--- src/rtl/saturn_bus_config.sv ---
// saturn_bus_config: daisy-chain CONFIGURE/UNCONFIGURE/RESET/C=ID controller and
// address decoder that picks which Saturn bus device drives the read nibble.
module saturn_bus_config #(
  parameter int NUM_DEV = 4
) (
  input  logic                 i_clk,
  input  logic                 i_reset,
  input  logic                 i_clk_en,
  input  logic                 i_cmd_valid,
  input  logic [2:0]           i_cmd,
  input  logic [19:0]          i_cmd_data,
  output logic                 o_cmd_ready,
  output logic                 o_cmd_done,
  input  logic [20*NUM_DEV-1:0] i_dev_id,
  output logic [19:0]          o_id,
  input  logic [19:0]          i_addr,
  output logic [NUM_DEV-1:0]   o_dev_sel,
  input  logic [4*NUM_DEV-1:0] i_dev_nibble,
  output logic [3:0]           o_nibble,
  output logic                 o_all_configured
);
  localparam int IW = $clog2(NUM_DEV);
  localparam logic [2:0] C_CFG = 3'd1, C_UNC = 3'd2, C_RST = 3'd3, C_ID = 3'd4;
  typedef enum logic {IDLE, EXEC} state_t;
  typedef enum logic [1:0] {UNCONF, SIZED, CONFD} cfg_t;
  state_t state_q, state_d;
  logic [2:0] cmd_q, cmd_d;
  logic [19:0] data_q, data_d, id_q, id_d;
  logic done_q, done_d;
  cfg_t cfg_q [1:NUM_DEV-1];
  cfg_t cfg_d [1:NUM_DEV-1];
  logic [19:0] mask_q [1:NUM_DEV-1];
  logic [19:0] mask_d [1:NUM_DEV-1];
  logic [19:0] base_q [1:NUM_DEV-1];
  logic [19:0] base_d [1:NUM_DEV-1];
  logic [IW-1:0] head, unc, sel;
  logic has_head, unc_hit, all_cfg;
  // Head is the lowest unconfigured device; the highest matching index wins for decode and UNCONFIGURE.
  always_comb begin
    head = '0;
    has_head = 1'b0;
    all_cfg = 1'b1;
    unc = '0;
    unc_hit = 1'b0;
    sel = '0;
    for (int k = NUM_DEV - 1; k >= 1; k--)
      if (cfg_q[k] != CONFD) begin
        head = IW'(k);
        has_head = 1'b1;
        all_cfg = 1'b0;
      end
    for (int k = 1; k < NUM_DEV; k++) begin
      if (cfg_q[k] == CONFD && (data_q & mask_q[k]) == base_q[k]) begin
        unc = IW'(k);
        unc_hit = 1'b1;
      end
      if (cfg_q[k] == CONFD && (i_addr & mask_q[k]) == base_q[k]) sel = IW'(k);
    end
  end
  always_comb begin
    state_d = state_q;
    cmd_d = cmd_q;
    data_d = data_q;
    id_d = id_q;
    done_d = done_q;
    cfg_d = cfg_q;
    mask_d = mask_q;
    base_d = base_q;
    if (i_clk_en) begin
      done_d = state_q == EXEC;
      if (state_q == IDLE) begin
        if (i_cmd_valid) begin
          state_d = EXEC;
          cmd_d = i_cmd;
          data_d = i_cmd_data;
        end
      end else begin
        state_d = IDLE;
        case (cmd_q)
          C_CFG:
            if (has_head) begin
              if (cfg_q[head] == UNCONF) begin
                mask_d[head] = data_q;
                cfg_d[head] = SIZED;
              end else begin
                base_d[head] = data_q & mask_q[head];
                cfg_d[head] = CONFD;
              end
            end
          C_UNC:
            if (unc_hit) begin
              cfg_d[unc] = UNCONF;
              mask_d[unc] = '0;
              base_d[unc] = '0;
            end
          C_RST:
            for (int k = 1; k < NUM_DEV; k++) begin
              cfg_d[k] = UNCONF;
              mask_d[k] = '0;
              base_d[k] = '0;
            end
          C_ID: id_d = has_head ? i_dev_id[head*20 +: 20] : '0;
          default: ;
        endcase
      end
    end
  end
  always_ff @(posedge i_clk or posedge i_reset)
    if (i_reset) begin
      state_q <= IDLE;
      cmd_q <= '0;
      data_q <= '0;
      id_q <= '0;
      done_q <= 1'b0;
      for (int k = 1; k < NUM_DEV; k++) begin
        cfg_q[k] <= UNCONF;
        mask_q[k] <= '0;
        base_q[k] <= '0;
      end
    end else begin
      state_q <= state_d;
      cmd_q <= cmd_d;
      data_q <= data_d;
      id_q <= id_d;
      done_q <= done_d;
      cfg_q <= cfg_d;
      mask_q <= mask_d;
      base_q <= base_d;
    end
  assign o_cmd_ready = state_q == IDLE;
  assign o_cmd_done = done_q;
  assign o_id = id_q;
  assign o_all_configured = all_cfg;
  assign o_dev_sel = {{(NUM_DEV-1){1'b0}}, 1'b1} << sel;
  assign o_nibble = i_dev_nibble[sel*4 +: 4];
endmodule

--- config.mk ---
export PLATFORM = sky130hd
export DESIGN_NAME = saturn_bus_config
export DESIGN_NICKNAME = d
export VERILOG_FILES = /design/src/rtl/saturn_bus_config.sv
export SDC_FILE = /design/constraint.sdc
export NUM_CORES = 1
export LEC_CHECK = 0
export CELL_PAD_IN_SITES_DETAIL_PLACEMENT = 1
export CELL_PAD_IN_SITES_GLOBAL_PLACEMENT = 2
export CORE_UTILIZATION = 33
export CTS_BUF_LIST = sky130_fd_sc_hd__clkbuf_16
export CTS_CLUSTER_DIAMETER = 150
export CTS_CLUSTER_SIZE = 40
export DETAILED_ROUTE_END_ITERATION = 8
export PLACE_DENSITY = 0.85
export SETUP_SLACK_MARGIN = 0.4
export SLEW_MARGIN = 20
export SYNTH_ARGS = -nofsm -noshare
export SYNTH_HDL_FRONTEND = slang
export SYNTH_SLANG_ARGS = --single-unit
--- constraint.sdc ---
create_clock -name i_clk -period 6.1 [get_ports i_clk]
set_clock_uncertainty 0.15 [all_clocks]
set_input_delay 0.915 -clock i_clk [delete_from_list [all_inputs] [get_ports i_clk]]
set_output_delay 0.915 -clock i_clk [all_outputs]
set_load 0.005 [all_outputs]
# == After elaboration in Yosys (flattened, before gate mapping) ==
# Index checks and enable logic that the tools add are counted.
# op_classes
n_addsub,0
n_mul,1
div,0
magnitude_cmp,4
n_eq_ne,20
shift,3
n_mux,49
bitwise_logic,21
n_reduce_logical,15
# op_table
op,count
$mux 60,6
$pmux 60 s3,2
$and 20x20->20,7
$and 60x60->60,2
$bwmux 60,2
$eq 20x20->1,6
$mux 20,5
$demux 20 s2,2
$shiftx 80x8->20,1
$not 60->60,1
$bmux 20 s2,1
$mux 2,11
$mux 6,3
$pmux 6 s3,1
$shiftx 16x5->4,1
$ne 2x2->1 const B,7
$mux 1,13
$reduce_and 6->1,2
$demux 2 s2,2
$logic_and 1x1->1,8
$and 3x3->3,2
$and 6x6->6,1
$eq 2x2->1 const B,3
$eq 3x2->1 const B,2
other kinds (16),22
# totals
register_bits,171
latch_bits,0
ramBits,0
rom_bits,0
inputBits,143
output_inout_bits,31
wordCells,127
memories,0

# == Logic depth before layout (Yosys ltp) ==
# logic_depth
word_depth,15
ltp_mapped,9
mapped_depth_nobuf,7

# == Worst setup path before layout ==
# OpenSTA, ideal clock, no wires.
# synth_timing
path_type,input-to-output
startpoint,input port i_addr[17]
endpoint,output port o_nibble[3]
arrival_time_ns,2.591
required_ns,5.035
slack_ns,2.444
cell_stages,7
path_buffers,0
path_cell_list,a21oi_1 o22ai_1 or4_4 nor4_4 mux2_1 mux2i_1 o21ai_1
# synth_via
elab_chain_len,7
# synth_lines
item,line,source
start: declaration,16,"input logic [19:0] i_addr,"
$and 20x20->20,57,if (cfg_q[k] == CONFD && (i_addr & mask_q[k]) == base_q[k]) sel = IW'(k);
$eq 20x20->1,57,
$logic_and 1x1->1,57,
$mux 1,57,
$mux 2,57,
$mux 2 *,57,
$shiftx 16x5->4 *,135,assign o_nibble = i_dev_nibble[sel*4 +: 4];
end: declaration,19,"output logic [3:0] o_nibble,"
# Mark *: on every way between the ends. The rest lies on a longest branch, timed or not.

# == Final worst setup path ==
# layout_timing
startpoint,input port i_addr[19]
endpoint,output port o_nibble[2]
# The elaborated chain is that of the path after synthesis.

==> flow_metrics.env <==
export IMPL_cp_startpoint="i_addr[19]"
export IMPL_yosys_area_share_simple_pct=17.9
export IMPL_fp_dieArea_mm2=0.0290
export IMPL_critPathRequiredTime_ns=5.03
export IMPL_worstPathCellList="clkdlybuf4s50_1 -> nand2_1 -> xnor2_1 -> nor4_1 -> nand4_1 -> nor4_4 -> mux2i_1 -> o21ai_1 -> clkdlybuf4s50_1"
export IMPL_nNetsFinal=1243
export IMPL_ctsHtreeMaxLevel=4
export IMPL_num_rows=61
export IMPL_hold_buffers=0
export IMPL_cp_depth=9
export IMPL_setup_tns_final_ns=0
export IMPL_worst_setup_path_start_kind="input port"
export IMPL_slowest_stage="nor4_4"
export IMPL_antenna_left=0
export IMPL_post_cts_buffers=0
export IMPL_grt_max_degree=90
export IMPL_cp_num_buf_inv=2
export IMPL_fin_crit_ns=5.20
export IMPL_synth_compound_area_share_pct=21.8
export IMPL_gp_congestion=0.879
export IMPL_syn_num_nets=1119
export IMPL_hold_violations=0
export IMPL_grt_pass1_vias=8745
export IMPL_fmax_mhz=192
export IMPL_syn_area_per_cell_um2=9.58
export IMPL_first_iter_violations=659
export IMPL_crit_path_end_kind="output pin"
export IMPL_clkSinkCount=171
export IMPL_ys_seq_area_share_pct=45.8
export IMPL_synth_area_mm2=0.00935
export IMPL_drc_errors=0
export IMPL_reg2reg_depth=9
export IMPL_cpMostUsedCell="clkdlybuf4s50_1"
export IMPL_rrSetupSlack_ns=2.26
export IMPL_cpPeakStageDelay_ns=0.76
export IMPL_hp_class="register to register"
export IMPL_path_delay_family="simple AND/OR/NAND/NOR gates"
export IMPL_coreArea_mm2=0.0279
export IMPL_cts_tree="built"
export IMPL_slew_headroom_pct=24.7
export IMPL_crit_type="input port to output pin"
export IMPL_ys_seq_elements=171
export IMPL_cts_root_buf="clkbuf_16"
export IMPL_dp_final_hpwl_mm=23.4
export IMPL_synthArstFlopShare_pct=100
export IMPL_grt_overflow=0
export IMPL_power_density_mw_per_mm2=356
export IMPL_rsz0062_at_grt="false"
export IMPL_synth_fa_ha_area_share_pct=0
export IMPL_synthXorXnorAreaFrac_pct=7.40
export IMPL_drv_cap=0
export IMPL_tightest_slew_ns=1.13
export IMPL_synthCells=976
export IMPL_initial_utilization_pct=33.6
export IMPL_ir_drop_mv=0.182
export IMPL_power_leakage_nw=5.06
export IMPL_first_pass_iters=5
export IMPL_fin_crit_sh_pct=85.2
export IMPL_cts_resized=0
export IMPL_die_w_um=170
export IMPL_antenna_found_initial=0
export IMPL_port_buffers=153
export IMPL_grt_first_pass_wirelength_mm=54.0
export IMPL_cts_made_buffers=17
export IMPL_synth_top_family_by_area="compound AO/OA/AOI/OAI gates"
export IMPL_clk_latency_ns=0.44
export IMPL_die_y_um=170
export IMPL_yosys_warnings=0
export IMPL_crit_end="o_nibble[2]"
export IMPL_setup_viol=0
export IMPL_maxSlewViolCount=0
export IMPL_grtUsageTotal_pct=25.1
export IMPL_synth_main_ff_cell="dfrtp_1"
export IMPL_clk_pin_slew_ns=0.08
export IMPL_io_pins=174
export IMPL_muxShareOfSynthArea_pct=3.68
export IMPL_ys_types=51
export IMPL_wire_per_inst_um=23.7
export IMPL_vias_per_cell=5.79
export IMPL_arrival_ns=4.13
export IMPL_route_vias_total=8632
export IMPL_diodes=0
export IMPL_synth_edf_count=0
export IMPL_crit_fanout=7
export IMPL_routed_wl_mm=35.3
export IMPL_hold_depth=2
export IMPL_clk_path_buf_depth=2
export IMPL_outcome="finished clean"
export IMPL_layout_drive_gt1_share_pct=7.91
export IMPL_total_power_mw=4.20
export IMPL_layout_area_overhead_vs_synth_pct=26.1
-- metal layers --
layer  share of wire, %  wire length, µm  track usage [%]  vias to the layer above
met4                2.4              862             7.32                        0
met5                  0                0                0                        -
met3                7.7             2730             5.21                       51
met1                 43            15200             33.7                     4393
li1                   -                -                -                     3827
met2                 47            16500             40.7                      361
-- cells in the mapped netlist (12+ instances only) --
master | number | area share (%)
nand2_1 | 198 | 7.9
dfrtp_1 | 171 | 46
a22o_1 | 70 | 6.6
xnor2_1 | 41 | 3.8
xor2_1 | 38 | 3.6
and3_1 | 37 | 2.5
a21oi_1 | 36 | 1.9
a22oi_1 | 35 | 2.8
o21ai_0 | 34 | 1.8
clkbuf_1 | 33 | 1.3
buf_2 | 30 | 1.6
nor2_1 | 28 | 1.1
mux2_2 | 23 | 2.8
a222oi_1 | 18 | 1.9
o22ai_1 | 17 | 1.1
nor3b_1 | 16 | 1.3
a221oi_1 | 15 | 1.4
nand4_1 | 12 | 0.80
nor4_1 | 12 | 0.80
-- metrics by stage --
stage	instances	setup slack (ns)	util, %	hold WS (ns)	area, µm²
6_report	1491	0.902	42.3	0.337	11800
5_1_grt	1491	0.852	42.3	0.365	11800
4_1_cts	1491	0.970	42.3	0.340	11800
3_5_place_dp	1459	0.988	40.3	0.324	11200
3_3_place_gp	1459	1.05	40.3	0.310	11200
2_1_floorplan	976	0.403	-	0.323	9350
-- worst min-delay path: stages (launching register included) --
cell	delay (ns)
dfrtp_1	0.34
nand2_1	0.05
o21ai_0	0.06
-- kinds of logic after synthesis --
logic type      count (synthesis)
flops                         171
buf+inv                        72
xor+xnor                       79
compound gates                274
simple gates                  349
mux                            31
-- layout by cell type, fill, tap and decap left out, types with 4 or more instances in the layout --
| cell | n |
|---|---|
| nand3_1 | 9 |
| o2bb2ai_1 | 10 |
| mux2_2 | 23 |
| dfrtp_1 | 171 |
| mux2i_1 | 4 |
| o21ai_1 | 4 |
| nand4_1 | 12 |
| and3_1 | 37 |
| nor4_1 | 12 |
| nor2_1 | 28 |
| nand2b_1 | 7 |
| nor3b_1 | 16 |
| buf_4 | 19 |
| a32oi_1 | 5 |
| nand2_1 | 198 |
| clkbuf_16 | 17 |
| clkdlybuf4s50_1 | 153 |
| o22a_1 | 4 |
| a221oi_1 | 15 |
| xnor2_1 | 41 |
| o22ai_1 | 17 |
| inv_6 | 7 |
| o21ai_0 | 34 |
| nor3_2 | 4 |
| inv_1 | 4 |
| nor3_1 | 6 |
| a21o_1 | 6 |
| a22oi_1 | 35 |
| xor2_1 | 38 |
| a22o_1 | 70 |
| a21oi_1 | 36 |
| o211ai_1 | 5 |
| nor2b_1 | 4 |
| mux2_1 | 4 |
| a222oi_1 | 18 |
-- final cells by class --
type	count	area, µm²
inverters	5	23.8
fillers	3148	16100
clock buffers	17	425
clock inverters	15	138
well taps	378	473
repair buffers	172	1670
flip-flops and latches	171	4280
multi-input cells	733	4780
-- where the power goes --
| group | leakage [nW] | switching, mW | internal [mW] |
|---|---|---|---|
| logic | 2.50 | 0.777 | 0.598 |
| registers | 2.28 | 0.364 | 1.38 |
| clock network | 0.273 | 0.509 | 0.569 |
| total | 5.06 | 1.65 | 2.54 |
-- worst min path at each step --
stage                                    start                    to  slack, ns
after detailed placement  o_id[15]$_DFFE_PP0P_  o_id[15]$_DFFE_PP0P_       0.32
after floorplan            o_id[0]$_DFFE_PP0P_   o_id[0]$_DFFE_PP0P_       0.32
final                     o_id[12]$_DFFE_PP0P_  o_id[12]$_DFFE_PP0P_       0.34
after CTS                 o_id[15]$_DFFE_PP0P_  o_id[15]$_DFFE_PP0P_       0.34
after global routing       o_id[4]$_DFFE_PP0P_   o_id[4]$_DFFE_PP0P_       0.36
after global placement     o_id[6]$_DFFE_PP0P_   o_id[6]$_DFFE_PP0P_       0.31
Note: power is estimated with default switching activity, not from simulation.
